**config.mk**
```make
export PLATFORM = sky130hd
export DESIGN_NAME = unshift_unit_flat
export DESIGN_NICKNAME = d
export VERILOG_FILES = /design/src/rtl/unshift_unit_if.sv /design/src/rtl/unshift_unit.sv /design/src/flat_wrapper.sv
export SDC_FILE = /design/constraint.sdc
export NUM_CORES = 1
export LEC_CHECK = 0
export CAP_MARGIN = 20
export CORE_MARGIN = 2
export CORE_UTILIZATION = 55
export CTS_CLUSTER_DIAMETER = 50
export CTS_CLUSTER_SIZE = 8
export DETAILED_ROUTE_END_ITERATION = 10
export DONT_BUFFER_PORTS = 1
export PLACE_DENSITY = 0.69
export SYNTH_ARGS = -nofsm -noshare
export SYNTH_HDL_FRONTEND = slang
export SYNTH_SLANG_ARGS = --single-unit
```
**constraint.sdc**
```tcl
create_clock -name clk -period 2 [get_ports clk]
set_clock_uncertainty 0.1 [all_clocks]
set_input_delay 0.3 -clock clk [delete_from_list [all_inputs] [get_ports clk]]
set_output_delay 0.3 -clock clk [all_outputs]
set_load 0.05 [all_outputs]
```
**src/rtl/unshift_unit_if.sv**
```systemverilog
// Handshake and data bundle between the controller FSM and the unshift unit.
interface unshift_unit_if #(
    parameter int unsigned WIDTH = 16,
    parameter int unsigned CNTW  = 4
);
    logic             start;
    logic [WIDTH-1:0] in;
    logic [1:0]       shift;
    logic [CNTW-1:0]  amount;
    logic             busy;
    logic             done;
    logic [WIDTH-1:0] sout;

    modport master (output start, in, shift, amount, input busy, done, sout);
    modport slave  (input start, in, shift, amount, output busy, done, sout);
endinterface

```
**src/rtl/unshift_unit.sv**
```systemverilog
// Multi-cycle inverse shifter: undoes a datapath shift code one bit per clock,
// with a start/busy/done handshake.
module unshift_unit #(
    parameter int unsigned WIDTH = 16,
    parameter int unsigned CNTW  = 4
) (
    input  logic         clk,
    input  logic         reset,
    unshift_unit_if.slave bus
);
    typedef enum logic [1:0] {IDLE, RUN, DONE} state_t;

    state_t           state, state_n;
    logic [WIDTH-1:0] work, work_n;
    logic [CNTW-1:0]  cnt, cnt_n;
    logic [1:0]       op, op_n;
    logic [WIDTH-1:0] sout, sout_n;
    logic [WIDTH-1:0] stepped;

    // One inverse step: 01 undoes a left shift, 10 a right shift, 11 a rotate-right.
    function automatic logic [WIDTH-1:0] step(input logic [WIDTH-1:0] w, input logic [1:0] code);
        logic [WIDTH-1:0] r;
        r = w;
        case (code)
            2'b01:   r = {1'b0, w[WIDTH-1:1]};
            2'b10:   r = {w[WIDTH-2:0], 1'b0};
            2'b11:   r = {w[WIDTH-2:0], w[WIDTH-1]};
            default: r = w;
        endcase
        return r;
    endfunction

    assign stepped = step(work, op);

    always_ff @(posedge clk or posedge reset) begin
        if (reset) begin
            state <= IDLE;
            work  <= '0;
            cnt   <= '0;
            op    <= '0;
            sout  <= '0;
        end else begin
            state <= state_n;
            work  <= work_n;
            cnt   <= cnt_n;
            op    <= op_n;
            sout  <= sout_n;
        end
    end

    always_comb begin
        state_n = state;
        work_n  = work;
        cnt_n   = cnt;
        op_n    = op;
        sout_n  = sout;
        case (state)
            IDLE: begin
                if (bus.start) begin
                    work_n = bus.in;
                    op_n   = bus.shift;
                    cnt_n  = bus.amount;
                    if (bus.amount == '0 || bus.shift == 2'b00) begin
                        sout_n  = bus.in;
                        state_n = DONE;
                    end else begin
                        state_n = RUN;
                    end
                end
            end
            RUN: begin
                work_n = stepped;
                cnt_n  = cnt - CNTW'(1);
                if (cnt == CNTW'(1)) begin
                    sout_n  = stepped;
                    state_n = DONE;
                end
            end
            DONE: state_n = IDLE;
            default: state_n = IDLE;
        endcase
    end

    assign bus.busy = (state != IDLE);
    assign bus.done = (state == DONE);
    assign bus.sout = sout;
endmodule

```
**src/flat_wrapper.sv**
```systemverilog
// flat-port wrapper written by rule: the top's interface ports become plain ports
module unshift_unit_flat 
#(
    parameter int unsigned WIDTH = 16,
    parameter int unsigned CNTW  = 4
)
  (clk, reset, bus_start, bus_in, bus_shift, bus_amount, bus_busy, bus_done, bus_sout);
  unshift_unit_if #(.WIDTH(WIDTH), .CNTW(CNTW)) bus_i ();
  input  logic clk;
  input  logic reset;
  input wire logic [$bits(bus_i.start)-1:0] bus_start;
  input wire logic [$bits(bus_i.in)-1:0] bus_in;
  input wire logic [$bits(bus_i.shift)-1:0] bus_shift;
  input wire logic [$bits(bus_i.amount)-1:0] bus_amount;
  output wire logic [$bits(bus_i.busy)-1:0] bus_busy;
  output wire logic [$bits(bus_i.done)-1:0] bus_done;
  output wire logic [$bits(bus_i.sout)-1:0] bus_sout;
  assign bus_i.start = bus_start;
  assign bus_i.in = bus_in;
  assign bus_i.shift = bus_shift;
  assign bus_i.amount = bus_amount;
  assign bus_busy = bus_i.busy;
  assign bus_done = bus_i.done;
  assign bus_sout = bus_i.sout;
  unshift_unit #(.WIDTH(WIDTH), .CNTW(CNTW)) u_core (.clk(clk), .reset(reset), .bus(bus_i));
endmodule
```
==> metrics.txt, run 1 <==
Peak VDD IR=853 uV; Synth top area share=0.451; ys flop type=dfrtp_1; Cell Area, Synth=2220 sq um; Synth area leader=dfrtp_1; pre-CTS setup slack=0.0827 ns; dominant cells by area after synthesis=dfrtp_1, mux2_2, mux2i_1; Pre-Repair DR Iteration Count=4; Die Footprint=4560 sq um; Final Hold Viols=0; Max-cap violations=0; clock slew at reported path FFs=0.07 ns; Initial Util=0.563; Worst setup SP type=flop; Root Driver=clkbuf_8; commonest non-fill, non-tap cell in the layout=dfrtp_1; Mapped Cells=211; io pins=43; GRT Residual Overflow=0; status=completed; Slew headroom=0.558; FF+latch count, synth=40; # diodes=0; routability cong.=0.832; DRC=0; Final setup viols=0; first-pass GRT wire length=6730 um; share of post-route cells with drive strength above 1=0.231; PortBufs=0; pwr dens=1990 nW/um^2; routed vias=1,591; CP required=2.07 ns; Setup TNS=0 ns; Die Span Y=67.5 um; fin crit share=0.940; WL/cell=16.1 um; Final Max Slew Viols=0; unrepaired setup endpoints after global routing=no; Die Wd=67.5 um; ANT nets after route=0; Worst Path Max Fanout=17; register area share after synthesis=0.451; ys async rst share=1.00; core footprint=3940 sq um; Synth cell types=32; Post-synth EDFFs=0; clk sinks=40; CTS Buffer Depth=2; hold crit path type=in -> reg; largest net degree at the start of global routing=41; Avg Inst Size Synth=10.5 sq um; CTS buffer count=5; # rows=23; initial antenna violation count=0; CTS tree=built; Critical Path End Type=flop; worst setup path category=reg -> reg; Critical Path AT=1.95 ns; final instance area=2360 sq um; clk_lat worst skew=0.29 ns; dpl hpwl=3080 um; Yosys warnings=0; H-tree Lvls=2; Power, Total=4.69 mW; DR iter-0 viols=73; fin worst setup slack=0.119 ns; Mapped Nets=238; Resize count post-CTS=0; Least-Margin Pin Slew=0.660 ns; placed cell areas=2270 sq um; area delta synth->final=6.26%; Nets=243; post-DR vias/cell=5.98; Max Clk Rate=532 MHz; drt total wl=4290 um; leakage power=1.04 nW; vias in the first global route=1,517; total setup buffers inserted after CTS=0; most frequent cells in the layout=dfrtp_1, mux2_2, nand2_1, mux2i_1, o21ai_0; Total GRT Usage=0.198; Tmin final=1.88 ns
Yosys cell counts, types with 5 or more instances:
cell type and number:
o21ai_0 17, a211oi_1 5, nand2_1 19, nor2b_1 6
inv_1 11, o22a_1 5, dfrtp_1 40, buf_2 9
nor2_1 13, a21oi_1 13, mux2i_1 17, mux2_2 22
kinds of logic (layout without fill, tap and decap cells):
kind of cell | count (synthesis) | after routing | share of synthesized area
muxes | 42 | 42 | 0.209
AOI/OAI and AO/OA | 51 | 51 | 0.156
buffers and inverters | 24 | 29 | 0.0575
DFF | 40 | 40 | 0.451
adders and majority gates | 2 | 2 | 0.0113
and+or+nand+nor | 52 | 52 | 0.116
where the power goes:
part / internal, mW / leakage [nW] / total (mW) / switching, mW
registers: 1.21 / 0.477 / 2.18 / 0.967
logic: 1.01 / 0.524 / 2.01 / 1.00
clock network: 0.237 / 0.0410 / 0.498 / 0.261
state kept, by name, summed over array words and instances, names as in the netlist:
signal,count
u_core.op,2
u_core.bus.sout,16
u_core.state,2
u_core.cnt,4
u_core.work,16
stage by stage:
step	std cells	hold slack, ns	util
floorplan	211	0.317	-
global placement	258	0.240	0.576
detailed placement	258	0.249	0.576
CTS	266	0.0298	0.598
global route	266	0.0551	0.598
finish	266	0.0290	0.598
critical path, cell delays in order (launching register included):
cell	delay (ns)
dfrtp_1	0.40
inv_1	0.08
ha_1	0.14
nand2_1	0.09
o21ai_4	0.54
mux2_2	0.41
layer usage:
| layer | part of all wire | GRT usage | vias to the layer above | routed length (um) |
|---|---|---|---|---|
| met5 | 0 | 0 | - | 0 |
| met4 | 0.022 | 0.0918 | 0 | 93 |
| met3 | 0.070 | 0.0550 | 12 | 299 |
| met2 | 0.48 | 0.321 | 49 | 2050 |
| met1 | 0.43 | 0.245 | 778 | 1850 |
| li1 | - | - | 752 | - |
layout make-up:
class	count	area, sq um
timing repair buffer	11	85.1
clock buffer	6	72.6
sequential	40	1000
clock inverter	1	5.00
inverter	11	41.3
multi-input combinational	147	1090
tap	50	62.6
fill	335	1590
path summary, 6_finish.rpt:
| check | slack [ns] | depth (start not counted) | endpoint | startpoint |
|---|---|---|---|---|
| max reg2reg | 0.12 | 5 | u_core.bus.sout[0] | u_core.cnt[1] |
| min in group asynchronous | 0.46 | 3 | u_core.bus.sout[8] | reset |
| max in group asynchronous | 0.98 | 3 | u_core.bus.sout[0] | reset |
| min | 0.03 | 2 | u_core.op[1] | bus_shift[1] |
| max | 0.12 | 5 | u_core.bus.sout[0] | u_core.cnt[1] |
| min reg2reg | 0.44 | 2 | u_core.work[3] | u_core.work[3] |
repair_timing:
item | CTS | global route
hold buffers | 1 | 0
endpoints found under the setup margin | 0 | 7
endpoints found under the hold margin | 40 | 0
(Power assumes the default switching activity.)
==> run 2: changes to the inputs <==
==> constraint.sdc (replaced) <==
create_clock -name clk -period 2 [get_ports clk]
set_clock_uncertainty 0.1 [all_clocks]
set_input_delay 0.3 -clock clk [delete_from_list [all_inputs] [get_ports clk]]
set_output_delay 0.3 -clock clk [all_outputs]
set_load 0.01 [all_outputs]
==> run 2 against run 1 <==
Effect of this change:
- final cell count is the same
- critical path type unchanged
- largest power group is now combinational logic
- die area stayed put
- first-iteration DRC count fell by 9.6%
- power decreased by 10%
- final area up 0.32%
- core utilization up 0.19 points
- sequential share of layout area fell by 0.13 points
- critical endpoint is now u_core.bus.sout[12]
- largest cell class unchanged
==> metrics.txt, run 2 (synthesis results as in run 1) <==
Final Hold Viols=0; clock slew at reported path FFs=0.07 ns; routability cong.=0.830; pwr dens=1780 nW/um^2; io pins=43; Critical Path End Type=flop; R2R setup slack=0.12 ns; DRC=0; Root Driver=clkbuf_8; post-DR vias/cell=5.81; fin worst setup slack=0.116 ns; drt total wl=4260 um; CP bufs+invs=1; most frequent cells in the layout=dfrtp_1, mux2_2, nand2_1, mux2i_1, o21ai_0; commonest non-fill, non-tap cell in the layout=dfrtp_1; # diodes=0; cell chain of the critical path=inv_1 -> ha_1 -> nand2_1 -> o21ai_4 -> mux2_2; Fillers=323; Total GRT Usage=0.202; CTS buffer count=5; ANT nets after route=0; PortBufs=0; first-pass GRT wire length=6820 um; Tmin final=1.88 ns; hold crit path type=in -> reg; Peak VDD IR=866 uV; Worst setup SP type=flop; Final setup viols=0; area delta synth->final=6.60%; crit-path max cell delay=0.55 ns; share of post-route cells with drive strength above 1=0.236; placed cell areas=2260 sq um; total setup buffers inserted after CTS=0; Setup TNS=0 ns; largest registers=u_core.bus.sout: 16 flops, u_core.work: 16 flops, u_core.cnt: 4 flops; WL/cell=16.0 um; Pre-Repair DR Iteration Count=4; dpl hpwl=2970 um; unrepaired setup endpoints after global routing=no; clk_lat worst skew=0.29 ns; DR iter-0 viols=66; Die Span Y=67.5 um; CP required=2.07 ns; worst setup path category=reg -> reg; H-tree Lvls=2; Nets=242; leakage power=1.05 nW; # rows=23; Least-Margin Pin Slew=0.670 ns; Die Wd=67.5 um; core footprint=3940 sq um; CTS tree=built; Critical Path AT=1.96 ns; Final Max Slew Viols=0; GRT Residual Overflow=0; routed vias=1,546; Die Footprint=4560 sq um; Critical-path top delay cell=o21ai_4; Max Clk Rate=531 MHz; Worst Path Max Fanout=17; clk sinks=40; fin crit share=0.942; Initial Util=0.563; final core utilization=0.600; status=completed; delay-heaviest family, CP=compound AO/OA/AOI/OAI gates; initial antenna violation count=0; largest net degree at the start of global routing=41; pre-CTS setup slack=0.0896 ns; Resize count post-CTS=0; Max-cap violations=0; CTS Buffer Depth=2; vias in the first global route=1,534; final instance area=2360 sq um; Slew headroom=0.552
==> run 2: changes by cell type in the layout (fill, tap and decap cells not counted) <==
cell and change:
clkbuf_8 +1, buf_4 -1, clkinv_2 +1, clkbuf_1 -1
==> run 2: stage by stage <==
| stage | power, mW | cells | hold slack (ns) |
|---|---|---|---|
| 2_1_floorplan | 3.28 | 211 | 0.317 |
| 5_1_grt | 4.53 | 266 | 0.0260 |
| 3_3_place_gp | 3.58 | 257 | 0.241 |
| 4_1_cts | 4.23 | 266 | 0.0198 |
| 6_report | 4.20 | 266 | 0.0274 |
| 3_5_place_dp | 3.67 | 257 | 0.249 |
==> run 2: worst paths after layout <==
check | start | to | depth (start not counted)
worst max-delay path | u_core.cnt[1] | u_core.bus.sout[12] | 5
worst min-delay path | bus_shift[1] | u_core.op[1] | 2
worst max register to register | u_core.cnt[1] | u_core.bus.sout[12] | 5
worst min register to register | u_core.cnt[3] | u_core.cnt[3] | 1
max in group asynchronous | reset | u_core.bus.sout[9] | 3
min in group asynchronous | reset | u_core.bus.sout[6] | 3
==> run 2: cell type report <==
cell class	instances	area, sq um	area share
Multi-Input combinational cell	147	1090	0.461
Sequential cell	40	1000	0.423
Clock buffer	6	82.6	0.0349
Timing Repair Buffer	10	77.6	0.0328
Tap cell	50	62.6	0.0265
Inverter	11	41.3	0.0175
Clock inverter	2	10.0	0.00423
==> run 2: report_power, final <==
part	internal [mW]	switching [mW]	leakage, nW
sequential	1.22	0.466	0.477
combinational	1.00	0.962	0.518
clock	0.275	0.272	0.0510
==> run 2: what timing repair did <==
action | 4_1_cts | 5_1_grt
hold endpoints to repair | 40 | 0
endpoints found under the setup margin | 0 | 5
hold buffers | 1 | 0
==> run 2: routing by layer <==
metal,GRT usage,share of wire
met1,0.255,0.45
met2,0.324,0.49
met3,0.0667,0.054
met4,0.0740,0.0068
met5,0,0
==> run 3: changes to the inputs <==
--- a/config.mk
+++ b/config.mk
@@ -6,7 +6,7 @@
 export NUM_CORES = 1
 export LEC_CHECK = 0
 export CAP_MARGIN = 20
-export CORE_MARGIN = 2
+export CORE_MARGIN = 4
 export CORE_UTILIZATION = 55
 export CTS_CLUSTER_DIAMETER = 50
 export CTS_CLUSTER_SIZE = 8
==> run 3 against run 2 <==
Effect of this change:
- sequential power about the same
- register-to-register slack got worse by 0.04 ns
- worst hold slack better by 0.0048 ns
- sequential share of layout area up 0.18 points
- final area shrank 0.42%
- fmax shrank 2.2%
- global-route usage is 0.72 points lower
- combinational power grew 4%
- flip-flop and latch count is the same
- routed wire length up 6.2%
- worst setup slack worse by 0.043 ns
- largest power group unchanged
- via count is 2.6% higher
==> metrics.txt, run 3 (synthesis results as in run 1) <==
largest registers=u_core.bus.sout: 16 flops, u_core.work: 16 flops, u_core.cnt: 4 flops; fin worst setup slack=0.0737 ns; Tmin final=1.93 ns; CTS buffer count=5; CTS Buffer Depth=2; Pre-Repair DR Iteration Count=4; Setup TNS=0 ns; largest net degree at the start of global routing=41; worst hold stages=2; initial antenna violation count=0; Initial Util=0.588; fin crit share=0.963; drt total wl=4520 um; post-DR vias/cell=6.01; Final Hold Viols=0; beginning of the worst hold path=bus_shift[1]; first-pass GRT wire length=7890 um; Final Max Slew Viols=0; total setup buffers inserted after CTS=0; Reg2Reg Launch Point=u_core.cnt[1]; Root Driver=clkbuf_8; worst hold margin=0.0322 ns; # diodes=0; Worst Reg-to-Reg Cells=5; PortBufs=0; Worst Hold Endpoint=u_core.op[1]; R2R setup slack=0.07 ns; WL/cell=17.1 um; H-tree Lvls=2; Critical Path End Type=flop; clock power share=0.121; pre-CTS setup slack=0.0443 ns; Nets=243; Least-Margin Pin Slew=0.690 ns; leakage power=1.04 nW; clk_lat worst skew=0.29 ns; Slew headroom=0.538; Total GRT Usage=0.195; Peak VDD IR=842 uV; Final setup viols=0; hold crit path type=in -> reg; worst setup path category=reg -> reg; unrepaired setup endpoints after global routing=no; routed vias=1,586; FF-to-FF End=u_core.bus.sout[9]; CP required=2.08 ns; part of the power in registers=0.397; Critical Path AT=2.01 ns; dpl hpwl=3250 um; pwr dens=1780 nW/um^2; final core utilization=0.624; CTS tree=built; most frequent cells in the layout=dfrtp_1, mux2_2, nand2_1, mux2i_1, o21ai_0; Worst setup SP type=flop; core footprint=3770 sq um; routability cong.=0.872; switching part of the total=0.411; Worst Path Max Fanout=17; Fillers=318; area delta synth->final=6.15%; Die Footprint=5110 sq um; vias in the first global route=1,677; Int Pwr=2.48 mW; ANT nets after route=0; share of post-route cells with drive strength above 1=0.231; Gate power share=0.482; clk sinks=40; Die Span Y=71.5 um; commonest non-fill, non-tap cell in the layout=dfrtp_1; Max Clk Rate=519 MHz; DRC=0; Psw=1.73 mW; io pins=43; GRT Residual Overflow=0; # rows=22; clock slew at reported path FFs=0.08 ns; DR iter-0 viols=81; Max-cap violations=0; status=completed; Die Wd=71.5 um; Power, Total=4.20 mW
run 3: cell count changes in the layout (fill, tap and decap cells not counted):
cell      before  now
clkinv_2       2    1
clkbuf_8       6    5
clkbuf_1       0    1
buf_4          9   10
run 3: timing repair:
item | in CTS | in global routing
endpoints found under the setup margin | 0 | 6
gates resized for setup | 0 | 0
hold buffers | 1 | 0
hold endpoints to repair | 40 | 0
run 3: through the flow:
step	cells	cell area, sq um
2_1_floorplan	211	2220
3_3_place_gp	256	2270
3_5_place_dp	256	2270
4_1_cts	264	2350
5_1_grt	264	2350
6_report	264	2350
run 3: worst max path at each step:
stage / to / depth (start not counted) / startpoint
after floorplan: u_core.bus.sout[6] / 5 / u_core.state[1]
after global placement: u_core.bus.sout[10] / 5 / u_core.cnt[1]
after detailed placement: u_core.bus.sout[9] / 5 / u_core.cnt[1]
after CTS: u_core.bus.sout[9] / 5 / u_core.cnt[1]
after global routing: u_core.bus.sout[13] / 5 / u_core.cnt[1]
final: u_core.bus.sout[9] / 5 / u_core.cnt[1]
run 3: power by group through the flow:
stage / logic [mW] / clock network, mW / registers [mW]
floorplan: 1.70 / 0 / 1.57
global placement: 1.94 / 0 / 1.65
detailed placement: 2.03 / 0 / 1.68
CTS: 2.04 / 0.523 / 1.67
global route: 2.28 / 0.558 / 1.73
finish: 2.03 / 0.509 / 1.67
run 3: critical path, stage by stage (launching register included):
cell and delay (ns):
dfrtp_1 0.39, inv_1 0.10, ha_1 0.16, nand2_1 0.09
o21ai_4 0.56, mux2_2 0.42
run 3: cell type report:
cell class / count / area (sq um) / area share
timing repair buffer: 11 / 85.1 / 0.0361
sequential: 40 / 1000 / 0.425
multi-input combinational: 147 / 1090 / 0.463
tap: 48 / 60.1 / 0.0255
clock buffer: 6 / 72.6 / 0.0308
clock inverter: 1 / 5.00 / 0.00213
inverter: 11 / 41.3 / 0.0175
run 3: routing by layer:
| layer | share of wire | track usage | routed length, um | up-vias |
|---|---|---|---|---|
| li1 | - | - | - | 748 |
| met1 | 0.43 | 0.237 | 1920 | 787 |
| met2 | 0.50 | 0.330 | 2260 | 41 |
| met3 | 0.055 | 0.0603 | 248 | 10 |
| met4 | 0.018 | 0.0647 | 83 | 0 |
| met5 | 0 | 0 | 0 | - |
